### src/rtl/cond_logic.sv
// Conditional-execution and NZCV status-flag unit for the single-cycle ARM-subset datapath.
// Evaluates Cond against the stored flags and gates the decoder's PC/register/memory write strobes.
module cond_logic (
  input  logic       clk,
  input  logic       reset,
  input  logic       En,
  input  logic [3:0] ALUFlags,
  input  logic [1:0] FlagW,
  input  logic [3:0] Cond,
  input  logic       PCS,
  input  logic       RegW,
  input  logic       MemW,
  input  logic       NoWrite,
  output logic       PCSrc,
  output logic       RegWrite,
  output logic       MemWrite,
  output logic       CondEx,
  output logic [3:0] Flags
);

  logic [1:0] r_nz;
  logic [1:0] r_cv;
  logic       w_cond_ex;
  logic       w_wr_nz;
  logic       w_wr_cv;

  // Odd encodings are the complement of the even encoding below them; AL
  // inverted becomes the reserved never-execute code 1111.
  function automatic logic cond_pass(input logic [3:0] cond, input logic [3:0] f);
    logic n, z, c, v, base;
    {n, z, c, v} = f;
    case (cond[3:1])
      3'b000:  base = z;
      3'b001:  base = c;
      3'b010:  base = n;
      3'b011:  base = v;
      3'b100:  base = c & ~z;
      3'b101:  base = ~(n ^ v);
      3'b110:  base = ~z & ~(n ^ v);
      default: base = 1'b1;
    endcase
    return base ^ cond[0];
  endfunction

  assign Flags     = {r_nz, r_cv};
  assign w_cond_ex = cond_pass(Cond, Flags);
  assign w_wr_nz   = En & w_cond_ex & FlagW[1];
  assign w_wr_cv   = En & w_cond_ex & FlagW[0];

  assign CondEx   = w_cond_ex;
  assign PCSrc    = PCS & w_cond_ex;
  assign RegWrite = RegW & w_cond_ex & ~NoWrite;
  assign MemWrite = MemW & w_cond_ex;

  always_ff @(posedge clk or posedge reset) begin
    if (reset) begin
      r_nz <= 2'b00;
      r_cv <= 2'b00;
    end else begin
      if (w_wr_nz) r_nz <= ALUFlags[3:2];
      if (w_wr_cv) r_cv <= ALUFlags[1:0];
    end
  end

endmodule
### config.mk
export PLATFORM = sky130hd
export DESIGN_NAME = cond_logic
export DESIGN_NICKNAME = d
export VERILOG_FILES = /design/src/rtl/cond_logic.sv
export SDC_FILE = /design/constraint.sdc
export NUM_CORES = 1
export LEC_CHECK = 0
export CAP_MARGIN = 5
export CORE_AREA = 5 5 42 44
export DETAILED_ROUTE_END_ITERATION = 10
export DIE_AREA = 0 0 47 49
export GPL_TIMING_DRIVEN = 0
export HOLD_SLACK_MARGIN = 0.03
export MAX_ROUTING_LAYER = met4
export PLACE_DENSITY = 0.65
export SYNTH_ARGS = -nofsm -noshare
export SYNTH_HDL_FRONTEND = slang
export SYNTH_SLANG_ARGS = --single-unit
### constraint.sdc
create_clock -name clk -period 5.7 [get_ports clk]
set_input_delay 1.71 -clock clk [delete_from_list [all_inputs] [get_ports clk]]
set_output_delay 1.71 -clock clk [all_outputs]
set_load 0.02 [all_outputs]
======== Word-level counts from Yosys, hierarchy flattened ========
Index checks and enable logic that the tools add are counted.
W data, S select, Z words.
word-level totals
  memory bits (writable) .................. 0
  memories kept ........................... 0
  ROM bits ................................ 0
  output and inout port bits .............. 8
  bits in latches ......................... 0
  register bits ........................... 4
  bits of input ports ..................... 17
  logic and storage cells ................. 24
cells by class
  add/subtract/negate cells ............... 0
  eq/ne operators ......................... 6
  divide/modulo/power cells ............... 0
  bitwise gates (word level) .............. 14
  reduce and logical (&&, ||, !) cells .... 1
  mux-type cells .......................... 1
  multiply operators ...................... 0
  shift operators ......................... 0
  $lt $le $gt $ge ......................... 0
operator list
  operator              count
  $and A1 B1 Y1         9
  $eq A3 B3 Y1 const B  3
  $pmux W1 S7           1
  $eq A3 B2 Y1 const B  2
  $eq A3 B1 Y1 const B  1
  $logic_not A3 Y1      1
  $not A1 Y1            3
  $xor A1 B1 Y1         2

======== Longest topological paths before layout ========
  depth after elaboration ................. 7
  depth in mapped cells ................... 5

======== Worst setup path after synthesis ========
OpenSTA, ideal clock, no wires.
  kind .................................... input to output
  from .................................... in Cond[1]
  to ...................................... out RegWrite
  path buffers ............................ 0
  stages on the path ...................... 5
  setup slack ............................. 553 ps
  arrival time ............................ 3437 ps
  cell sequence ........................... or4b_1 and3_1 a221oi_2 xnor2_1 nor3b_1
between the ends
  word-level cells in the longest chain between the ends .. 5
ends and longest elaborated chain
  item                                        RTL line  text
  from (decl)                                 9         input logic [3:0] Cond,
  $eq A3 B3 Y1, or another cell as far along  32        case (cond[3:1])
  $pmux W1 S7 (*)                             32
  $xor A1 B1 Y1 (*)                           42        return base ^ cond[0];
  $and A1 B1 Y1 (*) (2 in a row)              52        assign RegWrite = RegW & w_cond_ex & ~NoWrite;
  to (decl)                                   15        output logic RegWrite,
Mark *: on every way between the ends. The rest lies on a longest branch, timed or not.

======== Worst setup path after layout ========
  from .................................... in Cond[2]
  to ...................................... out RegWrite
The elaborated chain is that of the path after synthesis.

==> run summary <==
Outcome -> completed
Fillcell total -> 147
Vias -> 343
Area grow syn2layout -> 100%
Dpl ws -> -0.348 ns
Flop pwr share -> 24.3%
Count of final max-slew check failures -> 0
Vias in the first global route -> 335
Syn Std Cell Area -> 314 µm²
CTS tree -> yes
N_diodes -> 0
Die area -> 2300 µm²
Critical path endpoint category -> output pin
Syn Area/Cell -> 9.81 µm²
Cell Area, Placed -> 574 µm²
Clock skew -> 0.00165 ns
Crit path cell chain -> clkdlybuf4s50_1 -> or4b_1 -> and3_1 -> a221oi_4 -> xnor2_2 -> nor3b_1 -> clkdlybuf4s15_2
Reg2Reg Setup Slack -> 3.39 ns
Post-route cell area -> 629 µm²
Initial antenna violation count -> 0
TritonCTS Buffers -> 3
Asr flop ratio synth -> 100%
Final antenna-violating net count -> 0
Hold Crit Class -> register to register
Largest net degree at the start of global routing -> 7
DIE HEIGHT -> 49 µm
Routed len/inst -> 11.3 µm
Crit path kind -> input port to output pin
Placer Congestion -> 0.620
RSZ-0062 raised after global routing -> no
Crit share post-route -> 96.0%
Critical path's top delay family -> simple AND/OR/NAND/NOR gates
Register area -> 100 µm²
Leak pwr -> 0.270 nW
Cell count after synthesis -> 32
CP peak stage delay -> 0.49 ns
FP Rows -> 14
Total GRT Usage -> 7.89%
Top-area cell type share of the netlist area -> 31.9%
Post-synthesis register bit count -> 4
Min-Delay Path Depth -> 1
Worst setup SP type -> input port
Int Pwr -> 147 µW
PnR worst setup slack -> 0.230 ns
Worst-path clk slew -> 0.04 ns
Crit path buffers/inverters -> 2
Measured slew at the worst slew-check pin -> 0.413 ns
CTS max path bufs -> 2
Hold Vio Cnt, Final -> 0
Worst slew margin -> 72.4%
Final net count -> 79
Total negative setup slack -> 0 ns
Synth Flop Type -> dfrtp_1
Die width -> 47 µm
CTS root buffer -> clkbuf_4
Critical Path RT -> 3.99 ns
Sw frac -> 39.6%
First-pass GRT wire length -> 1300 µm
Top Ports -> 25
Layout cell share with drive strength beyond 1 -> 15.0%
Final wirelength -> 857 µm
Dpl hpwl -> 709 µm
Hold Slack -> 0.561 ns
Placed insts -> 72
Critical path depth -> 7
Most frequent cell after synthesis -> nor2b_1
Clock sinks -> 4
Core Util, Final -> 44.9%
Commonest cells in the netlist -> 5 x nor2b_1, 4 x dfrtp_1, 4 x mux2_1
Synth Warn # -> 0
Vias/cell -> 4.51
Setup-failing EPs final -> 0
Max-cap viol count -> 0
Core area -> 1400 µm²
Minimum clock period -> 5.47 ns
Gr ovfl total -> 0
DR pass1 iterations -> 1
Area of the multi-input gates -> 231 µm²
Reg2reg path depth -> 6
Unique masters post-synth -> 15
Cell taking the most area after synthesis -> dfrtp_1
Initial core utilization -> 22.4%
Max stage delay cell, worst path -> clkdlybuf4s50_1
Port Buffer Count -> 24
Fmax -> 0.183 GHz
Final Non-Filler Cells -> 76
H-tree Lvls -> 1
Total power -> 243 µW
Clock Power Share -> 13.9%
Syn nets -> 49
Seq/Total Area, Yosys -> 31.9%
1st-iter DRT viols -> 0
Drt drc -> 0
NetSw -> 96.0 µW
Crit path max fanout -> 5
Post-synth EDFFs -> 0
Power Density -> 386 nW/µm²
Area contributors post-synth -> dfrtp_1 32%, mux2_1 14%, nor2b_1 10%
Skew-Pair Late Insertion Delay -> 0.23 ns
Logic pwr share -> 61.8%
Max VDD drop -> 0.137 mV
Arrival @ worst endpoint -> 3.76 ns
cells by family (layout without fill, tap and decap cells):
group                  after synthesis  after routing  synth area share [%]
buffers and inverters                2             30                  2.39
multiplexers                         7              7                  23.9
flip-flops                           4              4                  31.9
XOR/XNOR                             2              2                  5.58
AO/OA/AOI/OAI                        3              3                  9.16
AND/OR/NAND/NOR                     14             14                  27.1
power by group through the flow:
stage	clock network [mW]	logic, mW	registers (mW)
floorplan	0	0.0585	0.0744
global placement	0	0.140	0.0587
detailed placement	0	0.142	0.0591
CTS	0.0355	0.145	0.0598
global route	0.0357	0.161	0.0621
finish	0.0337	0.150	0.0591
flip-flops by register name, summed over array words and instances, names as in the netlist:
signal and count:
r_cv 2, r_nz 2
worst paths after layout:
| kind | from | to |
|---|---|---|
| min in group asynchronous | reset | r_nz[1] |
| max reg2reg | r_nz[0] | r_nz[0] |
| max | Cond[2] | RegWrite |
| min reg2reg | r_nz[1] | r_nz[1] |
| min | r_nz[1] | r_nz[1] |
| max in group asynchronous | reset | r_cv[1] |
per-layer routing:
| metal | up-vias | wire [µm] | track usage, % |
|---|---|---|---|
| li1 | 170 | - | - |
| met2 | 16 | 410 | 11.8 |
| met3 | 0 | 129 | 2.58 |
| met4 | 0 | 0 | 5.53 |
| met5 | - | 0 | - |
| met1 | 157 | 317 | 8.43 |
repair_timing:
action,4_1_cts,5_1_grt
buffers inserted,0,1
gates resized for setup,10,2
endpoints found under the setup margin,4,4
hold buffers,0,0
pin swaps,0,1
area by class of cell:
cell class | instances | share of cell area (%)
timing repair buffer | 25 | 39.4
multi-input combinational | 26 | 36.8
sequential | 4 | 15.9
clock buffer | 3 | 3.58
tap | 16 | 3.18
inverter | 2 | 1.19
cell usage in the layout, fill, tap and decap left out:
cell type / synthesis / routed
buf_4: 0 / 1
inv_1: 2 / 2
mux2i_1: 3 / 3
nor2b_1: 5 / 5
a221oi_4: 0 / 1
and2b_2: 1 / 1
mux2_1: 4 / 4
clkbuf_4: 0 / 3
and3_1: 1 / 1
a2111oi_2: 0 / 1
xnor2_1: 2 / 1
o21ai_0: 1 / 1
dlymetal6s2s_1: 0 / 1
clkdlybuf4s15_2: 0 / 1
nand2_1: 3 / 3
or4b_1: 1 / 1
dfrtp_1: 4 / 4
xnor2_2: 0 / 1
nand3_1: 2 / 2
clkdlybuf4s50_1: 0 / 19
nor3b_1: 1 / 1
dlygate4sd2_1: 0 / 3
(Power assumes the default switching activity.)
